===== config.mk =====
export PLATFORM = sky130hd
export DESIGN_NAME = interrupt_controller_flat
export DESIGN_NICKNAME = d
export VERILOG_FILES = /design/src/rtl/interrupt_controller_if.sv /design/src/rtl/interrupt_controller.sv /design/src/flat_wrapper.sv
export SDC_FILE = /design/constraint.sdc
export NUM_CORES = 1
export LEC_CHECK = 0
export ABC_AREA = 0
export BUFFER_PORTS_ARGS = -buffer_cell sky130_fd_sc_hd__buf_2
export CAP_MARGIN = 20
export CORE_AREA = 4 4 66 68
export DETAILED_ROUTE_END_ITERATION = 8
export DIE_AREA = 0 0 70 72
export GPL_TIMING_DRIVEN = 0
export REMOVE_ABC_BUFFERS = 1
export SETUP_SLACK_MARGIN = 0.02
export SLEW_MARGIN = 20
export SYNTH_ARGS = -nofsm -noshare
export SYNTH_HDL_FRONTEND = slang
export SYNTH_SLANG_ARGS = --single-unit

===== constraint.sdc =====
create_clock -name clk -period 1.1 [get_ports clk]
set_input_delay 0.22 -clock clk [delete_from_list [all_inputs] [get_ports clk]]
set_output_delay 0.22 -clock clk [all_outputs]
set_load 0.005 [all_outputs]

===== src/rtl/interrupt_controller_if.sv =====
// Register port and int_req/int_ack handshake between the
// interrupt controller (slave) and the core / IO mux (master).
interface interrupt_controller_if #(
  parameter int DATA_BITS = 8
);
  logic                 reg_wr_en;
  logic [1:0]           reg_wr_addr;
  logic [DATA_BITS-1:0] reg_wr_data;
  logic                 reg_rd_en;
  logic [1:0]           reg_rd_addr;
  logic [DATA_BITS-1:0] reg_rd_data;
  logic                 int_req;
  logic                 int_ack;
  logic [2:0]           int_id;

  modport master (
    output reg_wr_en, reg_wr_addr, reg_wr_data,
    output reg_rd_en, reg_rd_addr,
    input  reg_rd_data,
    input  int_req, int_id,
    output int_ack
  );

  modport slave (
    input  reg_wr_en, reg_wr_addr, reg_wr_data,
    input  reg_rd_en, reg_rd_addr,
    output reg_rd_data,
    output int_req, int_id,
    input  int_ack
  );
endinterface


===== src/rtl/interrupt_controller.sv =====
// Fixed-priority interrupt controller: synchronised edge/level sources,
// mask/mode/pending registers, four-phase req/ack toward the core.
module interrupt_controller #(
  parameter int NUM_SOURCES = 4,
  parameter int DATA_BITS   = 8
) (
  input  logic                   clk,
  input  logic                   reset,
  input  logic [NUM_SOURCES-1:0] irq_in,
  interrupt_controller_if.slave  bus
);

  localparam int N = NUM_SOURCES;

  localparam logic [1:0] IDLE = 2'd0;
  localparam logic [1:0] REQ  = 2'd1;
  localparam logic [1:0] ACK  = 2'd2;

  logic [N-1:0] sync1_q, sync2_q, hist_q;
  logic [N-1:0] pending_q, pending_d;
  logic [N-1:0] mask_q, mask_d;
  logic [N-1:0] mode_q, mode_d;
  logic [1:0]   state_q, state_d;
  logic [2:0]   id_q, id_d;
  logic [DATA_BITS-1:0] rd_q, rd_d;

  logic [N-1:0] rise, enabled, w1c, ack_clr, clr;
  logic [2:0]   win;
  logic         ack_hit;
  logic [DATA_BITS-1:0] mask_x, mode_x, pend_x, stat_x;

  // Lowest enabled index wins
  always_comb begin
    rise    = sync2_q & ~hist_q;
    enabled = pending_q & mask_q;
    win     = 3'd0;
    for (int i = N - 1; i >= 0; i--) begin
      if (enabled[i]) win = 3'(i);
    end
  end

  always_comb begin
    ack_hit = (state_q == REQ) && bus.int_ack;
    w1c     = '0;
    if (bus.reg_wr_en && bus.reg_wr_addr == 2'd2)
      w1c = bus.reg_wr_data[N-1:0];
    for (int i = 0; i < N; i++) begin
      ack_clr[i] = ack_hit && (id_q == 3'(i));
    end
    clr = (w1c | ack_clr) & mode_q;
    // A new edge beats a clear in the same cycle
    pending_d = (mode_q & ((pending_q & ~clr) | rise))
              | (~mode_q & sync2_q);
  end

  always_comb begin
    mask_d = mask_q;
    mode_d = mode_q;
    if (bus.reg_wr_en && bus.reg_wr_addr == 2'd0)
      mask_d = bus.reg_wr_data[N-1:0];
    if (bus.reg_wr_en && bus.reg_wr_addr == 2'd1)
      mode_d = bus.reg_wr_data[N-1:0];
  end

  always_comb begin
    state_d = state_q;
    id_d    = id_q;
    case (state_q)
      IDLE: begin
        if (|enabled) begin
          id_d    = win;
          state_d = REQ;
        end
      end
      REQ: begin
        if (bus.int_ack) state_d = ACK;
      end
      ACK: begin
        if (!bus.int_ack) state_d = IDLE;
      end
      default: state_d = IDLE;
    endcase
  end

  always_comb begin
    mask_x         = '0;
    mode_x         = '0;
    pend_x         = '0;
    stat_x         = '0;
    mask_x[N-1:0]  = mask_q;
    mode_x[N-1:0]  = mode_q;
    pend_x[N-1:0]  = pending_q;
    stat_x[4]      = (state_q == REQ);
    stat_x[2:0]    = id_q;
    rd_d           = rd_q;
    if (bus.reg_rd_en) begin
      unique case (bus.reg_rd_addr)
        2'd0: rd_d = mask_x;
        2'd1: rd_d = mode_x;
        2'd2: rd_d = pend_x;
        2'd3: rd_d = stat_x;
      endcase
    end
  end

  always_ff @(posedge clk or negedge reset) begin
    if (!reset) begin
      sync1_q   <= '0;
      sync2_q   <= '0;
      hist_q    <= '0;
      pending_q <= '0;
      mask_q    <= '0;
      mode_q    <= '1;
      state_q   <= IDLE;
      id_q      <= 3'd0;
      rd_q      <= '0;
    end else begin
      sync1_q   <= irq_in;
      sync2_q   <= sync1_q;
      hist_q    <= sync2_q;
      pending_q <= pending_d;
      mask_q    <= mask_d;
      mode_q    <= mode_d;
      state_q   <= state_d;
      id_q      <= id_d;
      rd_q      <= rd_d;
    end
  end

  assign bus.int_req     = (state_q == REQ);
  assign bus.int_id      = id_q;
  assign bus.reg_rd_data = rd_q;

endmodule


===== src/flat_wrapper.sv =====
// flat-port wrapper written by rule: the top's interface ports become plain ports
module interrupt_controller_flat 
#(
  parameter int NUM_SOURCES = 4,
  parameter int DATA_BITS   = 8
)
  (clk, reset, irq_in, bus_reg_wr_en, bus_reg_wr_addr, bus_reg_wr_data, bus_reg_rd_en, bus_reg_rd_addr, bus_reg_rd_data, bus_int_req, bus_int_id, bus_int_ack);
  interrupt_controller_if #(.DATA_BITS(DATA_BITS)) bus_i ();
  input  logic clk;
  input  logic reset;
  input  logic [NUM_SOURCES-1:0] irq_in;
  input wire logic [$bits(bus_i.reg_wr_en)-1:0] bus_reg_wr_en;
  input wire logic [$bits(bus_i.reg_wr_addr)-1:0] bus_reg_wr_addr;
  input wire logic [$bits(bus_i.reg_wr_data)-1:0] bus_reg_wr_data;
  input wire logic [$bits(bus_i.reg_rd_en)-1:0] bus_reg_rd_en;
  input wire logic [$bits(bus_i.reg_rd_addr)-1:0] bus_reg_rd_addr;
  output wire logic [$bits(bus_i.reg_rd_data)-1:0] bus_reg_rd_data;
  output wire logic [$bits(bus_i.int_req)-1:0] bus_int_req;
  output wire logic [$bits(bus_i.int_id)-1:0] bus_int_id;
  input wire logic [$bits(bus_i.int_ack)-1:0] bus_int_ack;
  assign bus_i.reg_wr_en = bus_reg_wr_en;
  assign bus_i.reg_wr_addr = bus_reg_wr_addr;
  assign bus_i.reg_wr_data = bus_reg_wr_data;
  assign bus_i.reg_rd_en = bus_reg_rd_en;
  assign bus_i.reg_rd_addr = bus_reg_rd_addr;
  assign bus_reg_rd_data = bus_i.reg_rd_data;
  assign bus_int_req = bus_i.int_req;
  assign bus_int_id = bus_i.int_id;
  assign bus_i.int_ack = bus_int_ack;
  interrupt_controller #(.NUM_SOURCES(NUM_SOURCES), .DATA_BITS(DATA_BITS)) u_core (.clk(clk), .reset(reset), .irq_in(irq_in), .bus(bus_i));
endmodule

==> results of run 1 <==
==> flip-flops by register name, indices dropped and copies added (netlist names) <==
| signal | count |
|---|---|
| u_core.bus.int_id | 2 |
| u_core.sync2_q | 4 |
| u_core.mask_q | 4 |
| u_core.bus.reg_rd_data | 5 |
| u_core.hist_q | 4 |
| u_core.state_q | 2 |
| u_core.mode_q | 4 |
| u_core.sync1_q | 4 |
| u_core.pending_q | 4 |
==> final timing paths <==
kind	cells after the start	startpoint	slack, ns	endpoint
max in group asynchronous	1	reset	0.61	u_core.mask_q[1]$_DFFE_PN0P_
worst max register to register	4	u_core.state_q[1]$_DFFE_PN0P_	-0.08	u_core.pending_q[3]$_DFF_PN0_
worst min register to register	0	u_core.sync1_q[0]$_DFF_PN0_	0.35	u_core.sync2_q[0]$_DFF_PN0_
worst min-delay path	1	reset	-0.01	u_core.state_q[0]$_DFFE_PN0P_
min in group clk	1	irq_in[3]	0.05	u_core.sync1_q[3]$_DFF_PN0_
worst max-delay path	2	u_core.state_q[1]$_DFFE_PN0P_	-0.13	bus_int_req
==> cell usage after synthesis <==
cell and number:
a21oi_1 7, a22o_1 6, a22oi_1 2, a32o_1 1, and3b_1 1, buf_2 1
buf_4 5, clkbuf_1 1, conb_1 1, dfrtp_1 29, dfstp_2 4, inv_1 4
mux2_2 8, mux2i_1 6, nand2_1 10, nand2b_1 3, nand3b_1 3, nand4_1 5
nor2_1 2, nor2b_1 1, nor3b_2 1, o211ai_1 2, o21a_1 2, o21ai_0 1
o221ai_1 2, o31a_2 1, o31ai_1 1, xnor2_1 1
==> timing repair <==
item	in CTS	in global routing
resized for setup	3	4
setup endpoints to repair	8	10
hold buffers	0	0
pin swaps	6	1
setup buffers	5	2
==> worst max-delay path, cell delays in order, from the launching register on <==
cell,delay (ns)
dfrtp_2,0.42
nor2b_4,0.17
buf_2,0.14
==> layout make-up <==
class,instances,share of cell area (%)
clock inverters,2,0.589
multi-input cells,70,30.6
clock buffers,6,4.27
inverters,4,0.884
flip-flops and latches,33,49.0
repair buffers,31,10.9
well taps,50,3.68
==> per-layer routing <==
layer	up-vias	part of all wire, %
met2	34	46
met1	465	46
met4	0	0.65
met5	-	0
met3	2	7.0
li1	463	-
==> metrics by stage <==
| stage | utilization [%] | total power, W | setup TNS [ns] |
|---|---|---|---|
| floorplan | - | 0.00214 | -0.476 |
| global placement | 39.7 | 0.00242 | -1.68 |
| detailed placement | 39.7 | 0.00245 | -1.95 |
| CTS | 43.3 | 0.00358 | -0.292 |
| global route | 44.1 | 0.00388 | -0.639 |
| finish | 44.1 | 0.00364 | -0.328 |
==> kinds of logic after synthesis <==
logic type             share of synthesized area, %
AND/OR/NAND/NOR                                10.5
other                                         0.271
buffers and inverters                          4.43
multiplexers                                   10.9
flip-flops                                     60.1
AO/OA/AOI/OAI                                  13.2
XOR/XNOR                                      0.634
==> power by group through the flow <==
stage / clock network, W / logic (W) / registers (W)
floorplan: 0 / 0.000478 / 0.00166
global placement: 0 / 0.000718 / 0.00170
detailed placement: 0 / 0.000738 / 0.00172
CTS: 0.000887 / 0.00102 / 0.00167
global route: 0.000957 / 0.00122 / 0.00170
finish: 0.000853 / 0.00113 / 0.00166
==> results.sh, run 1 <==
export IMPL_status="finished with violations"
export IMPL_violations="hold timing, setup timing"
export IMPL_boundaryPins=33
export IMPL_first_pass_iters=6
export IMPL_place_area_um2=1530
export IMPL_dpl_hpwl_mm=1.94
export IMPL_finalMaxSlewViolations=0
export IMPL_path_class="register to output pin"
export IMPL_viasPerCell=4.92
export IMPL_clk_latency_ns=0.27
export IMPL_tightest_slew_ns=0.708
export IMPL_final_common_cell="dfrtp_1"
export IMPL_cts_reportedPaths_clkPinSlew_ns=0.07
export IMPL_track_usage_pct=12.0
export IMPL_use_met3_pct=4.16
export IMPL_p_clk_share_pct=23.4
export IMPL_gp_congestion=0.755
export IMPL_die_area_um2=5040
export IMPL_cts_max_path_buffers=2
export IMPL_postRouteAntennaNets=0
export IMPL_arrival_ns=1.01
export IMPL_dpl_worst_slack_ns=-0.303
export IMPL_cap_viol_max_count=0
export IMPL_comb_power_share_pct=30.9
export IMPL_multi_input_area_um2=520
export IMPL_layout_common_cells="dfrtp_1 (27), buf_2 (24), nand2_1 (10)"
export IMPL_yosys_top_cells_area="dfrtp_1 (52%), dfstp_2 (7.6%), mux2_2 (6.5%), mux2i_1 (4.3%), a22o_1 (3.8%)"
export IMPL_area_growth_syn_to_layout_pct=22.9
export IMPL_final_cell_area_um2=1700
export IMPL_grt_max_degree=34
export IMPL_start_util_pct=35.9
export IMPL_vias=964
export IMPL_fin_ws_ns=-0.131
export IMPL_drc=0
export IMPL_p_sw_w=0.00112
export IMPL_switching_share_pct=30.8
export IMPL_fillCellCount=382
export IMPL_rsz0062_at_grt="true"
export IMPL_cp_start_kind="register"
export IMPL_cell_internal_pwr_w=0.00252
export IMPL_layout_drive_gt1_share_pct=39.0
export IMPL_power_leakage_nw=0.782
export IMPL_busiest_layer="met2"
export IMPL_dp_cells=181
export IMPL_grt_pass1_wl_mm=4.64
export IMPL_cts_sinks=33
export IMPL_max_freq_mhz=812
export IMPL_fp_row_count=23
export IMPL_min_period_ns=1.23
export IMPL_fin_nets=166
export IMPL_netlist_instances=111
export IMPL_drt_iter0_markers=32
export IMPL_holdWs_ns=-0.0100
export IMPL_ys_types=28
export IMPL_yosysSeqAreaShare_pct=60.1
export IMPL_regArea_um2=833
export IMPL_hp_class="input pin to async pin"
export IMPL_finClkSkew_ns=0.00318
export IMPL_ys_warn_count=0
export IMPL_wl_mm=2.76
export IMPL_final_cells=196
export IMPL_syn_cell_area_um2=1380
export IMPL_maxSlewHeadroom_pct=52.8
export IMPL_finalSetupViolCount=5
export IMPL_wl_per_cell_um=14.1
export IMPL_core_um2=3860
export IMPL_antenna_cells=0
export IMPL_port_buffers=24
export IMPL_yosysTopAreaCell="dfrtp_1"
export IMPL_final_period_utilization_pct=112
export IMPL_root_buffer="clkbuf_8"
export IMPL_cts_tree="yes"
export IMPL_grt_pass1_vias=972
export IMPL_synth_seq_cells=33
export IMPL_die_h_um=72
export IMPL_cp_end_kind="output pin"
export IMPL_finalHoldViolCount=24
export IMPL_use_met1_pct=15.8
export IMPL_die_x_um=70
export IMPL_netlist_area_leader_share_pct=52.5
export IMPL_ir_drop_mv=1.00
export IMPL_avgSynthCellArea_um2=12.5
export IMPL_grt_overflow=0
export IMPL_cp_required_ns=0.88
export IMPL_power_density_nw_per_um2=2140
export IMPL_cts_max_level=2
export IMPL_grt_use_met2_pct=18.5
export IMPL_cts_buffers=5
export IMPL_antenna_found_initial=0
export IMPL_sequentialPowerShare_pct=45.7
export IMPL_cp_max_fo=4
No activity file was read; power rests on OpenSTA's default activity.
==> run 2: changes to the inputs <==
--- a/config.mk
+++ b/config.mk
@@ -9,6 +9,7 @@
 export BUFFER_PORTS_ARGS = -buffer_cell sky130_fd_sc_hd__buf_2
 export CAP_MARGIN = 20
 export CORE_AREA = 4 4 66 68
+export CTS_BUF_LIST = sky130_fd_sc_hd__clkbuf_8
 export DETAILED_ROUTE_END_ITERATION = 8
 export DIE_AREA = 0 0 70 72
 export GPL_TIMING_DRIVEN = 0
==> run 2 against run 1 <==
  * Highest routed layer unchanged
  * Total power is 0.16% lower
  * Fmax about the same
  * Global-route usage stayed put
  * The run still ends with hold timing, setup timing left
  * Sequential cell count unchanged
==> results.sh, run 2 (synthesized netlist as in run 1, its figures left out) <==
export IMPL_gp_congestion=0.755
export IMPL_wl_per_cell_um=14.1
export IMPL_arrival_ns=1.01
export IMPL_layout_drive_gt1_share_pct=39.0
export IMPL_reg2reg_slack_ns=-0.07
export IMPL_fin_ws_ns=-0.131
export IMPL_final_common_cell="dfrtp_1"
export IMPL_cts_buffers=5
export IMPL_fin_nets=166
export IMPL_final_cells=196
export IMPL_hold_buffers=0
export IMPL_cts_reportedPaths_clkPinSlew_ns=0.07
export IMPL_boundaryPins=33
export IMPL_die_x_um=70
export IMPL_power_leakage_nw=0.787
export IMPL_antenna_cells=0
export IMPL_dpl_hpwl_mm=1.94
export IMPL_grt_max_degree=34
export IMPL_finClkSkew_ns=0.00322
export IMPL_cts_tree="yes"
export IMPL_grt_pass1_wl_mm=4.64
export IMPL_cts_max_path_buffers=2
export IMPL_wl_mm=2.77
export IMPL_viasPerCell=4.91
export IMPL_cts_max_level=2
export IMPL_r2r_cells=4
export IMPL_holdWs_ns=-0.0105
export IMPL_cap_viol_max_count=0
export IMPL_core_um2=3860
export IMPL_cp_max_fo=4
export IMPL_tightest_slew_ns=0.708
export IMPL_die_h_um=72
export IMPL_grt_pass1_vias=972
export IMPL_largest_reg_flops=5
export IMPL_rsz0062_at_grt="true"
export IMPL_power_density_nw_per_um2=2140
export IMPL_clk_latency_ns=0.28
export IMPL_hp_class="input pin to async pin"
export IMPL_drt_iter0_markers=32
export IMPL_max_freq_mhz=812
export IMPL_first_pass_iters=4
export IMPL_layout_common_cells="dfrtp_1 (27), buf_2 (24), nand2_1 (10)"
export IMPL_drc=0
export IMPL_antenna_found_initial=0
export IMPL_area_growth_syn_to_layout_pct=22.9
export IMPL_final_period_utilization_pct=112
export IMPL_cp_start_kind="register"
export IMPL_path_class="register to output pin"
export IMPL_cts_sinks=33
export IMPL_violations="hold timing, setup timing"
export IMPL_cp_required_ns=0.88
export IMPL_fillCellCount=382
export IMPL_dpl_worst_slack_ns=-0.303
export IMPL_rr_startpoint="u_core.state_q[1]$_DFFE_PN0P_"
export IMPL_fp_row_count=23
export IMPL_finalMaxSlewViolations=0
export IMPL_postRouteAntennaNets=0
export IMPL_min_period_ns=1.23
export IMPL_dp_cells=181
export IMPL_root_buffer="clkbuf_8"
export IMPL_start_util_pct=35.9
export IMPL_r2r_end="u_core.pending_q[3]$_DFF_PN0_"
export IMPL_finalSetupViolCount=5
export IMPL_status="finished with violations"
export IMPL_port_buffers=24
export IMPL_cp_end_kind="output pin"
export IMPL_finalHoldViolCount=24
export IMPL_die_area_um2=5040
export IMPL_maxSlewHeadroom_pct=52.8
export IMPL_grt_overflow=0
export IMPL_ir_drop_mv=1.01
export IMPL_track_usage_pct=12.0
export IMPL_vias=963
## run 2: cell types whose count changed in the layout (fill, tap and decap cells not counted), sizes merged
cell	change
clkbuf	-1
inv	+1
## run 2: area by class of cell
| cell class | instances | area [um2] | area share [%] |
|---|---|---|---|
| Clock buffer | 5 | 68.8 | 4.05 |
| Clock inverter | 3 | 13.8 | 0.810 |
| Inverter | 4 | 15.0 | 0.884 |
| Multi-Input combinational cell | 70 | 520 | 30.6 |
| Sequential cell | 33 | 833 | 49.0 |
| Tap cell | 50 | 62.6 | 3.68 |
| Timing Repair Buffer | 31 | 185 | 10.9 |
## run 2: metrics by stage
stage | utilization, % | setup TNS, ns | total power, W | cell area, um2 | hold slack [ns]
after global placement | 39.7 | -1.68 | 0.00242 | 1530 | 0.303
after CTS | 43.3 | -0.291 | 0.00357 | 1670 | 0.0156
after floorplan | - | -0.476 | 0.00214 | 1350 | -0.0756
final | 44.1 | -0.327 | 0.00364 | 1700 | -0.0105
after detailed placement | 39.7 | -1.95 | 0.00245 | 1530 | 0.319
after global routing | 44.1 | -0.639 | 0.00387 | 1700 | 0.0290
## run 2: worst max path at each step
stage,from,endpoint,slack [ns],cells past startpoint
global route,u_core.state_q[1]$_DFFE_PN0P_,bus_int_req,-0.17,2
finish,u_core.state_q[1]$_DFFE_PN0P_,bus_int_req,-0.13,2
floorplan,u_core.state_q[0]$_DFFE_PN0P_,u_core.pending_q[0]$_DFF_PN0_,-0.12,3
CTS,u_core.state_q[1]$_DFFE_PN0P_,bus_int_req,-0.13,2
detailed placement,u_core.state_q[0]$_DFFE_PN0P_,u_core.pending_q[3]$_DFF_PN0_,-0.30,3
global placement,u_core.state_q[0]$_DFFE_PN0P_,u_core.pending_q[2]$_DFF_PN0_,-0.28,3
## run 2: power breakdown
group	total (W)	internal, W	switching [W]
logic	0.00113	0.000618	0.000508
registers	0.00166	0.00146	0.000199
clock network	0.000847	0.000428	0.000419
## run 2: per-layer routing
metal / GRT usage [%] / part of all wire, % / vias to the layer above
li1: - / - / 463
met1: 15.8 / 46 / 464
met2: 18.5 / 46 / 34
met3: 4.16 / 6.9 / 2
met4: 4.47 / 0.65 / 0
met5: 0 / 0 / -
## run 2: worst max-delay path, stage by stage (launching register included)
cell     delay, ns
dfrtp_2       0.42
nor2b_4       0.17
buf_2         0.14
## run 2: timing repair
action,in CTS,in global routing
setup endpoints to repair,8,10
pin swaps,6,1
setup buffers,5,2
resized for setup,3,4
cloned,0,0
